===== config.mk =====
export PLATFORM = sky130hd
export DESIGN_NAME = para_rd_ctrl
export DESIGN_NICKNAME = d
export VERILOG_FILES = /design/src/rtl/para_rd_ctrl.sv
export SDC_FILE = /design/constraint.sdc
export NUM_CORES = 1
export LEC_CHECK = 0
export ABC_AREA = 1
export CORE_MARGIN = 1.5
export CORE_UTILIZATION = 55
export DETAILED_ROUTE_END_ITERATION = 10
export GPL_TIMING_DRIVEN = 0
export HOLD_SLACK_MARGIN = 0.1
export PLACE_DENSITY = 0.79
export RECOVER_POWER = 50
export SLEW_MARGIN = 30
export SYNTH_ARGS = -nofsm -noshare
export SYNTH_HDL_FRONTEND = slang
export SYNTH_SLANG_ARGS = --single-unit
export TNS_END_PERCENT = 10

===== constraint.sdc =====
create_clock -name clk -period 2.29 [get_ports clk]
set_clock_uncertainty 0.15 [all_clocks]
set_input_delay 0.3435 -clock clk [delete_from_list [all_inputs] [get_ports clk]]
set_output_delay 0.3435 -clock clk [all_outputs]
set_load 0.05 [all_outputs]

===== src/rtl/para_rd_ctrl.sv =====
// para_rd_ctrl: read sequencer for the 5-row weight/bias parameter ROM bank.
// Walks the weight-column addresses of one output kernel at a time and
// delays a valid/column-index strobe by the ROM read latency. It then waits
// for the MAC to finish the feature map before moving to the next kernel.

module para_rd_ctrl #(
  parameter int unsigned KERNEL_NUM = 6,
  parameter int unsigned IN_CH      = 1,
  parameter int unsigned KSIZE      = 5,
  parameter int unsigned ROM_LAT    = 1
) (
  input  logic       clk,
  input  logic       rst_n,
  input  logic       start_i,
  input  logic       conv_done_i,
  output logic [7:0] param_rd_addr_o,
  output logic [4:0] conv_cnt_o,
  output logic       w_valid_o,
  output logic [7:0] w_col_o,
  output logic       kernel_ready_o,
  output logic       busy_o,
  output logic       layer_done_o
);

  localparam int unsigned NCOL        = KSIZE * IN_CH;
  localparam logic [7:0]  LAST_COL    = 8'(NCOL - 1);
  localparam logic [4:0]  LAST_KERNEL = 5'(KERNEL_NUM - 1);
  localparam logic [2:0]  LAST_DRAIN  = 3'(ROM_LAT - 1);

  typedef enum logic [1:0] {
    IDLE      = 2'd0,
    LOAD      = 2'd1,
    DRAIN     = 2'd2,
    WAIT_CONV = 2'd3
  } state_e;

  state_e     state_q, state_d;
  logic [7:0] addr_q, addr_d;
  logic [4:0] kernel_q, kernel_d;
  logic [7:0] col_q, col_d;
  logic [2:0] drain_q, drain_d;
  logic       kready_q, kready_d;
  logic       ldone_q, ldone_d;
  logic       busy_q, busy_d;
  logic       issue;

  logic       valid_pipe_q [ROM_LAT];
  logic [7:0] col_pipe_q   [ROM_LAT];

  // An address goes out to the ROMs on every LOAD cycle.
  assign issue = (state_q == LOAD);

  // Next-state and next-output logic for the sequencer.
  always_comb begin
    state_d  = state_q;
    addr_d   = addr_q;
    kernel_d = kernel_q;
    col_d    = col_q;
    drain_d  = drain_q;
    kready_d = 1'b0;
    ldone_d  = 1'b0;
    unique case (state_q)
      IDLE: begin
        if (start_i) begin
          state_d  = LOAD;
          addr_d   = 8'd0;
          kernel_d = 5'd0;
          col_d    = 8'd0;
        end
      end
      LOAD: begin
        if (col_q == LAST_COL) begin
          state_d = DRAIN;
          drain_d = 3'd0;
        end else begin
          addr_d = addr_q + 8'd1;
          col_d  = col_q + 8'd1;
        end
      end
      DRAIN: begin
        if (drain_q == LAST_DRAIN) begin
          state_d  = WAIT_CONV;
          kready_d = 1'b1;
        end else begin
          drain_d = drain_q + 3'd1;
        end
      end
      WAIT_CONV: begin
        if (conv_done_i) begin
          if (kernel_q == LAST_KERNEL) begin
            state_d  = IDLE;
            ldone_d  = 1'b1;
            kernel_d = 5'd0;
            addr_d   = 8'd0;
          end else begin
            state_d  = LOAD;
            kernel_d = kernel_q + 5'd1;
            addr_d   = addr_q + 8'd1;
            col_d    = 8'd0;
          end
        end
      end
      default: state_d = IDLE;
    endcase
    busy_d = (state_d != IDLE);
  end

  // Sequencer state and its registered outputs.
  always_ff @(posedge clk or negedge rst_n) begin
    if (!rst_n) begin
      state_q  <= IDLE;
      addr_q   <= 8'd0;
      kernel_q <= 5'd0;
      col_q    <= 8'd0;
      drain_q  <= 3'd0;
      kready_q <= 1'b0;
      ldone_q  <= 1'b0;
      busy_q   <= 1'b0;
    end else begin
      state_q  <= state_d;
      addr_q   <= addr_d;
      kernel_q <= kernel_d;
      col_q    <= col_d;
      drain_q  <= drain_d;
      kready_q <= kready_d;
      ldone_q  <= ldone_d;
      busy_q   <= busy_d;
    end
  end

  // Latency-matching shift pipeline carrying valid and column index.
  always_ff @(posedge clk or negedge rst_n) begin
    if (!rst_n) begin
      for (int i = 0; i < int'(ROM_LAT); i++) begin
        valid_pipe_q[i] <= 1'b0;
        col_pipe_q[i]   <= 8'd0;
      end
    end else begin
      valid_pipe_q[0] <= issue;
      col_pipe_q[0]   <= issue ? col_q : 8'd0;
      for (int i = 1; i < int'(ROM_LAT); i++) begin
        valid_pipe_q[i] <= valid_pipe_q[i-1];
        col_pipe_q[i]   <= col_pipe_q[i-1];
      end
    end
  end

  assign param_rd_addr_o = addr_q;
  assign conv_cnt_o      = kernel_q;
  assign w_valid_o       = valid_pipe_q[ROM_LAT-1];
  assign w_col_o         = col_pipe_q[ROM_LAT-1];
  assign kernel_ready_o  = kready_q;
  assign busy_o          = busy_q;
  assign layer_done_o    = ldone_q;

endmodule


==> results.json, run 1 <==
{
  "status": "completed",
  "portBuffers": 28,
  "final_layout_size_suffix_gt1_frac": 0.06940,
  "synthCells": 280,
  "dpl.hpwl_um": 3042,
  "fp-row-count": 22,
  "cts_tree": "yes",
  "numCtsBuffers": 5,
  "ios": 29,
  "post-place-cells": 357,
  "setup.worst_path.class": "reg2out",
  "max_freq_mhz": 470.6,
  "slew_violations": 0,
  "antenna_found_initial": 0,
  "synth.avg_cell_area_um2": 7.731,
  "hold_slack_ns": 0.3833,
  "ys_seq_area_frac": 0.4393,
  "worst_setup_hold_path_clk_slew_ns": 0.07,
  "synth_seq_cells": 38,
  "ir_drop_mv": 0.7901,
  "post-cts-setup-buffers": 0,
  "synth_largest_area_cell": "dfrtp_1",
  "synth_nets": 296,
  "grt_pass1_wl_um": 7300,
  "required_ns": 1.80,
  "clock_latency_ns": 0.29,
  "min_period_ns": 2.125,
  "layout_commonest_cell": "nand2_1",
  "synth_area_um2": 2165,
  "nNetsFinal": 333,
  "p_leak_uw": 0.001329,
  "rsz0062_at_grt": "false",
  "clk_path_buf_depth": 2,
  "final_cell_mix": "nand2_1, dfrtp_1, inv_1, clkdlybuf4s50_1",
  "cpPeakStageDelay_ns": 0.85,
  "routedWlPerCell_um": 11.37,
  "drt-pass1-iter-count": 4,
  "crit_path_start_kind": "register",
  "diodes": 0,
  "synth_top_area_frac": 0.4393,
  "synthTopCellsByArea": "dfrtp_1, nand2_1, ha_1",
  "finalHoldViolCount": 0,
  "overflow": 0,
  "post-route-period-util": 0.9278,
  "worstHoldPathType": "reg2reg",
  "first_global_vias": 1761,
  "start_util": 0.5825,
  "ys_warn_count": 0,
  "slew_headroom": 0.5676,
  "tightest_slew_ns": 0.6487,
  "cp_data_arrival_time_ns": 1.63,
  "die-area_um2": 4321,
  "finalSetupViolations": 0,
  "worst_path_max_delay_cell": "clkdlybuf4s50_1",
  "die-width_um": 65.74,
  "postRouteAntennaNets": 0,
  "critPathMaxFanout": 8,
  "crit_buf_inv": 1,
  "grt_max_degree": 27,
  "fin_cells": 365,
  "crit_chain": "clkdlybuf4s50_1",
  "htree_levels": 2,
  "syn_to_final_growth_pct": 19.60,
  "end_kind": "output pin",
  "die_y_um": 65.74,
  "finalSetupTns_ns": 0,
  "synth_cell_types": 26,
  "drt_wl_total_um": 4151,
  "core_area_um2": 3716,
  "grt_usage": 0.2212,
  "cts_root_buffer": "clkbuf_8",
  "critical-path-top-delay-family": "buffers and inverters",
  "drc": 0,
  "drv_cap": 0,
  "drtIter0Drc": 137,
  "power_uw": 2670,
  "clkSinkCount": 38,
  "via_per_inst": 5.148,
  "vias": 1879,
  "routabilityCongestion": 0.8592,
  "p_per_area_nw_per_um2": 1031
}
==> path summary, 6_finish.rpt <==
path	from	end	slack [ns]	cells after the start
setup / recovery	param_rd_addr_o[3]	param_rd_addr_o[3]	0.17	1
hold / removal	drain_q[0]	drain_q[0]	0.38	2
max in group asynchronous	rst_n	drain_q[0]	0.47	3
hold reg to reg	drain_q[0]	drain_q[0]	0.38	2
setup reg to reg	state_q[1]	col_q[6]	0.41	7
min in group asynchronous	rst_n	w_col_o[7]	0.44	2
==> cells in the mapped netlist <==
cell type,number
nand2_1,93
dfrtp_1,38
inv_1,36
nand3_1,25
nor2_1,25
ha_1,12
o21ai_0,6
o21ai_1,6
xor2_1,5
a21oi_1,4
nand4_1,4
o21ai_2,4
inv_2,3
o21bai_1,3
buf_2,2
clkbuf_1,2
nand2_2,2
nor3_1,2
buf_8,1
mux2i_1,1
nand2_4,1
nand3_2,1
nand3_4,1
nand4_4,1
nor2_4,1
o22ai_1,1
==> per-stage QoR <==
| step | util | setup WS, ns | cell area (µm²) |
|---|---|---|---|
| 6_report | 0.6966 | 0.1652 | 2589 |
| 5_1_grt | 0.6966 | 0.1303 | 2589 |
| 4_1_cts | 0.7013 | 0.1653 | 2606 |
| 3_5_place_dp | 0.6781 | 0.3228 | 2520 |
| 3_3_place_gp | 0.6741 | -0.1593 | 2505 |
| 2_1_floorplan | - | 0.4365 | 2165 |
==> power breakdown <==
group / leakage (µW) / internal (µW) / switching, µW
registers: 0.000516 / 789 / 99.9
logic: 0.000775 / 426 / 931
clock network: 0.0000383 / 209 / 214
==> cell type report <==
| type | instances | area [µm²] |
|---|---|---|
| Inverter | 39 | 146.4 |
| Clock buffer | 7 | 76.32 |
| Fill cell | 316 | 1127 |
| Timing Repair Buffer | 30 | 289.0 |
| Buffer | 5 | 31.28 |
| Multi-Input combinational cell | 198 | 1035 |
| Tap cell | 48 | 60.06 |
| Sequential cell | 38 | 950.9 |
==> kinds of logic (layout without fill, tap and decap cells) <==
kind of cell | Yosys count | after routing | synth area share
simple gates | 156 | 156 | 0.3173
buf+inv | 44 | 81 | 0.08266
flops | 38 | 38 | 0.4393
compound gates | 24 | 24 | 0.06647
fa+ha+maj | 12 | 12 | 0.06936
xor+xnor | 5 | 5 | 0.02023
mux | 1 | 1 | 0.004624
==> what timing repair did <==
action	in CTS	in global routing
endpoints found under the hold margin	38	0
hold buffers	1	0
gates resized for setup	0	0
==> state kept, by name, summed over array words and instances, names as in the netlist, 2 cells and up <==
| name | count |
|---|---|
| w_col_o | 8 |
| drain_q | 3 |
| param_rd_addr_o | 8 |
| conv_cnt_o | 5 |
| col_q | 8 |
| state_q | 2 |
==> routing by layer <==
layer	global-route usage	vias up	part of all wire
met4	0.07292	0	0.014
met5	0	-	0
met2	0.3864	43	0.49
li1	-	946	-
met3	0.05993	6	0.049
met1	0.2617	884	0.44
No activity file was read; power rests on OpenSTA's default activity.
==> inputs of run 2 (changes only) <==
- PLACE_DENSITY: 0.79 -> unset
- PLACE_DENSITY_LB_ADDON: unset -> 0.05
==> results.json, run 2 (synthesis gave the netlist of run 1 again) <==
{
  "status": "completed",
  "post-route-period-util": 0.9266,
  "core_area_um2": 3716,
  "worstHoldPathType": "reg2reg",
  "top_layer": "met4",
  "m1WireLength_um": 1859,
  "cp_data_arrival_time_ns": 1.63,
  "final_cell_mix": "nand2_1, dfrtp_1, inv_1, clkdlybuf4s50_1",
  "slew_headroom": 0.2829,
  "drt-pass1-iter-count": 4,
  "first_global_vias": 1831,
  "setup_ws_ns": 0.1681,
  "clock_latency_ns": 0.29,
  "final_core_util": 0.7027,
  "cts_tree": "yes",
  "power_uw": 2659,
  "end_kind": "output pin",
  "layout_commonest_cell": "nand2_1",
  "drtIter0Drc": 123,
  "grt_pass1_wl_um": 7541,
  "die-area_um2": 4321,
  "finalSetupViolations": 0,
  "worst_path_max_delay_cell": "clkdlybuf4s50_1",
  "overflow": 0,
  "slew_violations": 0,
  "critPathMaxFanout": 8,
  "intPower_uw": 1429,
  "die-width_um": 65.74,
  "cpPeakStageDelay_ns": 0.85,
  "met3_length_um": 167,
  "start_util": 0.5825,
  "power.share.combinational": 0.506,
  "met2_wirelength_um": 1972,
  "postRouteAntennaNets": 0,
  "max_freq_mhz": 471.3,
  "required_ns": 1.80,
  "numCtsBuffers": 5,
  "grt_usage": 0.2257,
  "antenna_found_initial": 0,
  "critical-path-top-delay-family": "buffers and inverters",
  "worst_setup_hold_path_clk_slew_ns": 0.07,
  "grt_max_degree": 22,
  "crit_path_start_kind": "register",
  "diodes": 0,
  "setup.worst_path.class": "reg2out",
  "n_fill_cell": 325,
  "cts_root_buffer": "clkbuf_8",
  "drv_cap": 0,
  "power_frac_clock": 0.161,
  "portBuffers": 28,
  "ir_drop_mv": 0.6264,
  "tightest_slew_ns": 1.076,
  "crit_chain": "clkdlybuf4s50_1",
  "clk_path_buf_depth": 2,
  "p_per_area_nw_per_um2": 1018,
  "clkSinkCount": 38,
  "drt_wl_total_um": 4050,
  "fp-row-count": 22,
  "multi_input_area_um2": 1035,
  "power.switching_uw": 1230,
  "final-seq-area_um2": 950.9,
  "syn_to_final_growth_pct": 20.64,
  "nNetsFinal": 333,
  "swShare": 0.4626,
  "min_period_ns": 2.122,
  "routedWlPerCell_um": 11.10,
  "cts.repair.resized": 0,
  "htree_levels": 2,
  "dpl.hpwl_um": 2991,
  "drc": 0,
  "final_layout_size_suffix_gt1_frac": 0.06940,
  "p_leak_uw": 0.001337,
  "crit_buf_inv": 1,
  "vias": 1840,
  "seqPwrFrac": 0.334,
  "rsz0062_at_grt": "false",
  "via_per_inst": 5.041,
  "die_y_um": 65.74,
  "dp_slack_ns": 0.3055,
  "routabilityCongestion": 0.8397,
  "ios": 29,
  "finalHoldViolCount": 0
}
==> run 2: cell count changes in the layout (fill, tap and decap cells not counted), sizes merged <==
| cell | previous run | this run |
|---|---|---|
| buf | 2 | 3 |
| clkbuf | 12 | 11 |
==> run 2: what timing repair did <==
item | 4_1_cts | 5_1_grt
setup buffers | 0 | 0
hold buffers | 1 | 0
hold endpoints to repair | 17 | 0
==> run 2: cell type report <==
type / instances / area share
timing repair buffer: 30 / 0.1193
buffer: 5 / 0.01198
multi-input combinational: 198 / 0.3963
inverter: 39 / 0.05606
clock buffer: 7 / 0.02923
sequential: 38 / 0.3642
tap: 48 / 0.02300
==> run 2: worst paths after layout <==
| kind | from | to | slack, ns | cells after the start |
|---|---|---|---|---|
| worst max register to register | state_q[0] | col_q[5] | 0.42 | 7 |
| worst min-delay path | drain_q[0] | drain_q[0] | 0.38 | 2 |
| worst min register to register | drain_q[0] | drain_q[0] | 0.38 | 2 |
| worst max-delay path | param_rd_addr_o[3] | param_rd_addr_o[3] | 0.17 | 1 |
| min in group asynchronous | rst_n | w_col_o[0] | 0.63 | 2 |
| max in group asynchronous | rst_n | state_q[1] | 0.71 | 2 |
==> run 2: per-stage QoR <==
| step | instance area (µm²) | setup TNS [ns] | instances | hold WS (ns) |
|---|---|---|---|---|
| finish | 2611 | 0 | 365 | 0.3775 |
| global route | 2611 | 0 | 365 | 0.3961 |
| CTS | 2614 | 0 | 365 | 0.3782 |
| detailed placement | 2527 | 0 | 357 | 0.1629 |
| global placement | 2505 | -6.135 | 356 | 0.3601 |
| floorplan | 2165 | 0 | 280 | -0.1021 |
==> run 2: layer usage <==
| metal | global-route usage | vias up |
|---|---|---|
| met2 | 0.3914 | 32 |
| met3 | 0.05651 | 6 |
| met1 | 0.2709 | 852 |
| met5 | 0 | - |
| li1 | - | 950 |
| met4 | 0.07813 | 0 |
==> run 2: power groups by stage <==
| stage | clock network [µW] | registers [µW] | logic (µW) |
|---|---|---|---|
| floorplan | 0 | 1130 | 763 |
| global route | 463 | 906 | 1500 |
| global placement | 0 | 895 | 1330 |
| CTS | 437 | 888 | 1360 |
| finish | 427 | 887 | 1340 |
| detailed placement | 0 | 901 | 1350 |
==> inputs of run 3 (changes only) <==
- CORE_MARGIN: 1.5 -> 5
- RECOVER_POWER: 50 -> 25
==> results.json, run 3 (synthesis gave the netlist of run 1 again) <==
{
  "worst_path_max_delay_cell": "clkdlybuf4s50_1",
  "cpPeakStageDelay_ns": 0.86,
  "end_kind": "output pin",
  "worst_setup_hold_path_clk_slew_ns": 0.07,
  "syn_to_final_growth_pct": 21.21,
  "numCtsBuffers": 5,
  "crit_path_start_kind": "register",
  "core_area_um2": 3744,
  "via_per_inst": 5.066,
  "cts_hold_buf": 1,
  "finalSetupViolations": 0,
  "die-area_um2": 5290,
  "postRouteAntennaNets": 0,
  "fin_cells": 366,
  "final_area_um2": 2624,
  "min_period_ns": 2.149,
  "tightest_slew_ns": 0.9905,
  "crit_chain": "clkdlybuf4s50_1",
  "grt_pass1_wl_um": 7438,
  "cts_tree": "yes",
  "drt_wl_total_um": 4397,
  "critical-path-top-delay-family": "buffers and inverters",
  "post-route-period-util": 0.9384,
  "setup.worst_path.class": "reg2out",
  "clkSinkCount": 38,
  "n_fill_cell": 320,
  "cp_data_arrival_time_ns": 1.66,
  "critPathMaxFanout": 8,
  "final_cell_mix": "nand2_1, dfrtp_1, inv_1, clkdlybuf4s50_1",
  "cts_root_buffer": "clkbuf_8",
  "vias": 1854,
  "clk_path_buf_depth": 2,
  "slew_violations": 0,
  "worstHoldPathType": "reg2reg",
  "hold_slack_ns": 0.3793,
  "drtIter0Drc": 146,
  "portBuffers": 28,
  "rsz0062_at_grt": "false",
  "fp-row-count": 22,
  "final_core_util": 0.7009,
  "post-place-cells": 357,
  "max_freq_mhz": 465.4,
  "status": "completed",
  "diodes": 0,
  "cp.depth": 1,
  "first_global_vias": 1693,
  "grt_usage": 0.1787,
  "finalHoldViolCount": 0,
  "grt_max_degree": 21,
  "crit_buf_inv": 1,
  "final_layout_size_suffix_gt1_frac": 0.08176,
  "drc": 0,
  "p_per_area_nw_per_um2": 1060,
  "routedWlPerCell_um": 12.01,
  "start_util": 0.5782,
  "ir_drop_mv": 0.6717,
  "place_area_um2": 2527,
  "required_ns": 1.80,
  "die_y_um": 72.74,
  "routabilityCongestion": 0.8368,
  "post-cts-setup-buffers": 0,
  "htree_levels": 2,
  "slew_headroom": 0.3397,
  "drv_cap": 0,
  "cts.repair.resized": 0,
  "nNetsFinal": 333,
  "p_leak_uw": 0.001353,
  "holdPathStages": 2,
  "dpl.hpwl_um": 3275,
  "clock_latency_ns": 0.29,
  "layout_commonest_cell": "nand2_1",
  "ios": 29,
  "die-width_um": 72.74,
  "rr_worst_depth": 9,
  "drt-pass1-iter-count": 4,
  "antenna_found_initial": 0,
  "overflow": 0
}
[run 3: power breakdown]
group          leakage (µW)  internal [µW]  switching [µW]  total [µW]
clock network     0.0000575            304             230         534
logic              0.000779            428             933        1360
registers          0.000516            789            98.4         887
[run 3: worst min-delay path, cell delays in order (launching register included)]
cell	delay [ns]
dfrtp_1	0.37
nand2_1	0.06
o21ai_1	0.07
[run 3: cell type report]
cell class / count / area, µm² / area share
buffer: 5 / 32.53 / 0.01240
clock buffer: 8 / 110.1 / 0.04196
inverter: 39 / 146.4 / 0.05579
multi-input combinational: 198 / 1035 / 0.3944
sequential: 38 / 950.9 / 0.3624
tap: 48 / 60.06 / 0.02289
timing repair buffer: 30 / 289.0 / 0.1102
[run 3: path summary, 6_finish.rpt]
path,start,endpoint,slack [ns]
worst max-delay path,param_rd_addr_o[3],param_rd_addr_o[3],0.14
worst min-delay path,drain_q[0],drain_q[0],0.38
worst max register to register,state_q[0],col_q[6],0.44
worst min register to register,drain_q[0],drain_q[0],0.38
max in group asynchronous,rst_n,param_rd_addr_o[5],0.38
min in group asynchronous,rst_n,conv_cnt_o[1],0.58
[run 3: metal layers]
layer,share of wire,global-route usage
met1,0.46,0.2363
met3,0.051,0.04408
met4,0.023,0.07377
met2,0.46,0.2796
met5,0,0
[run 3: per-stage QoR]
step	setup WS [ns]	TNS, ns	power, µW
CTS	0.1440	0	2806
floorplan	0.4365	0	1891
finish	0.1411	0	2781
global route	0.05757	0	2983
detailed placement	0.2957	0	2268
global placement	-0.1493	-5.611	2231
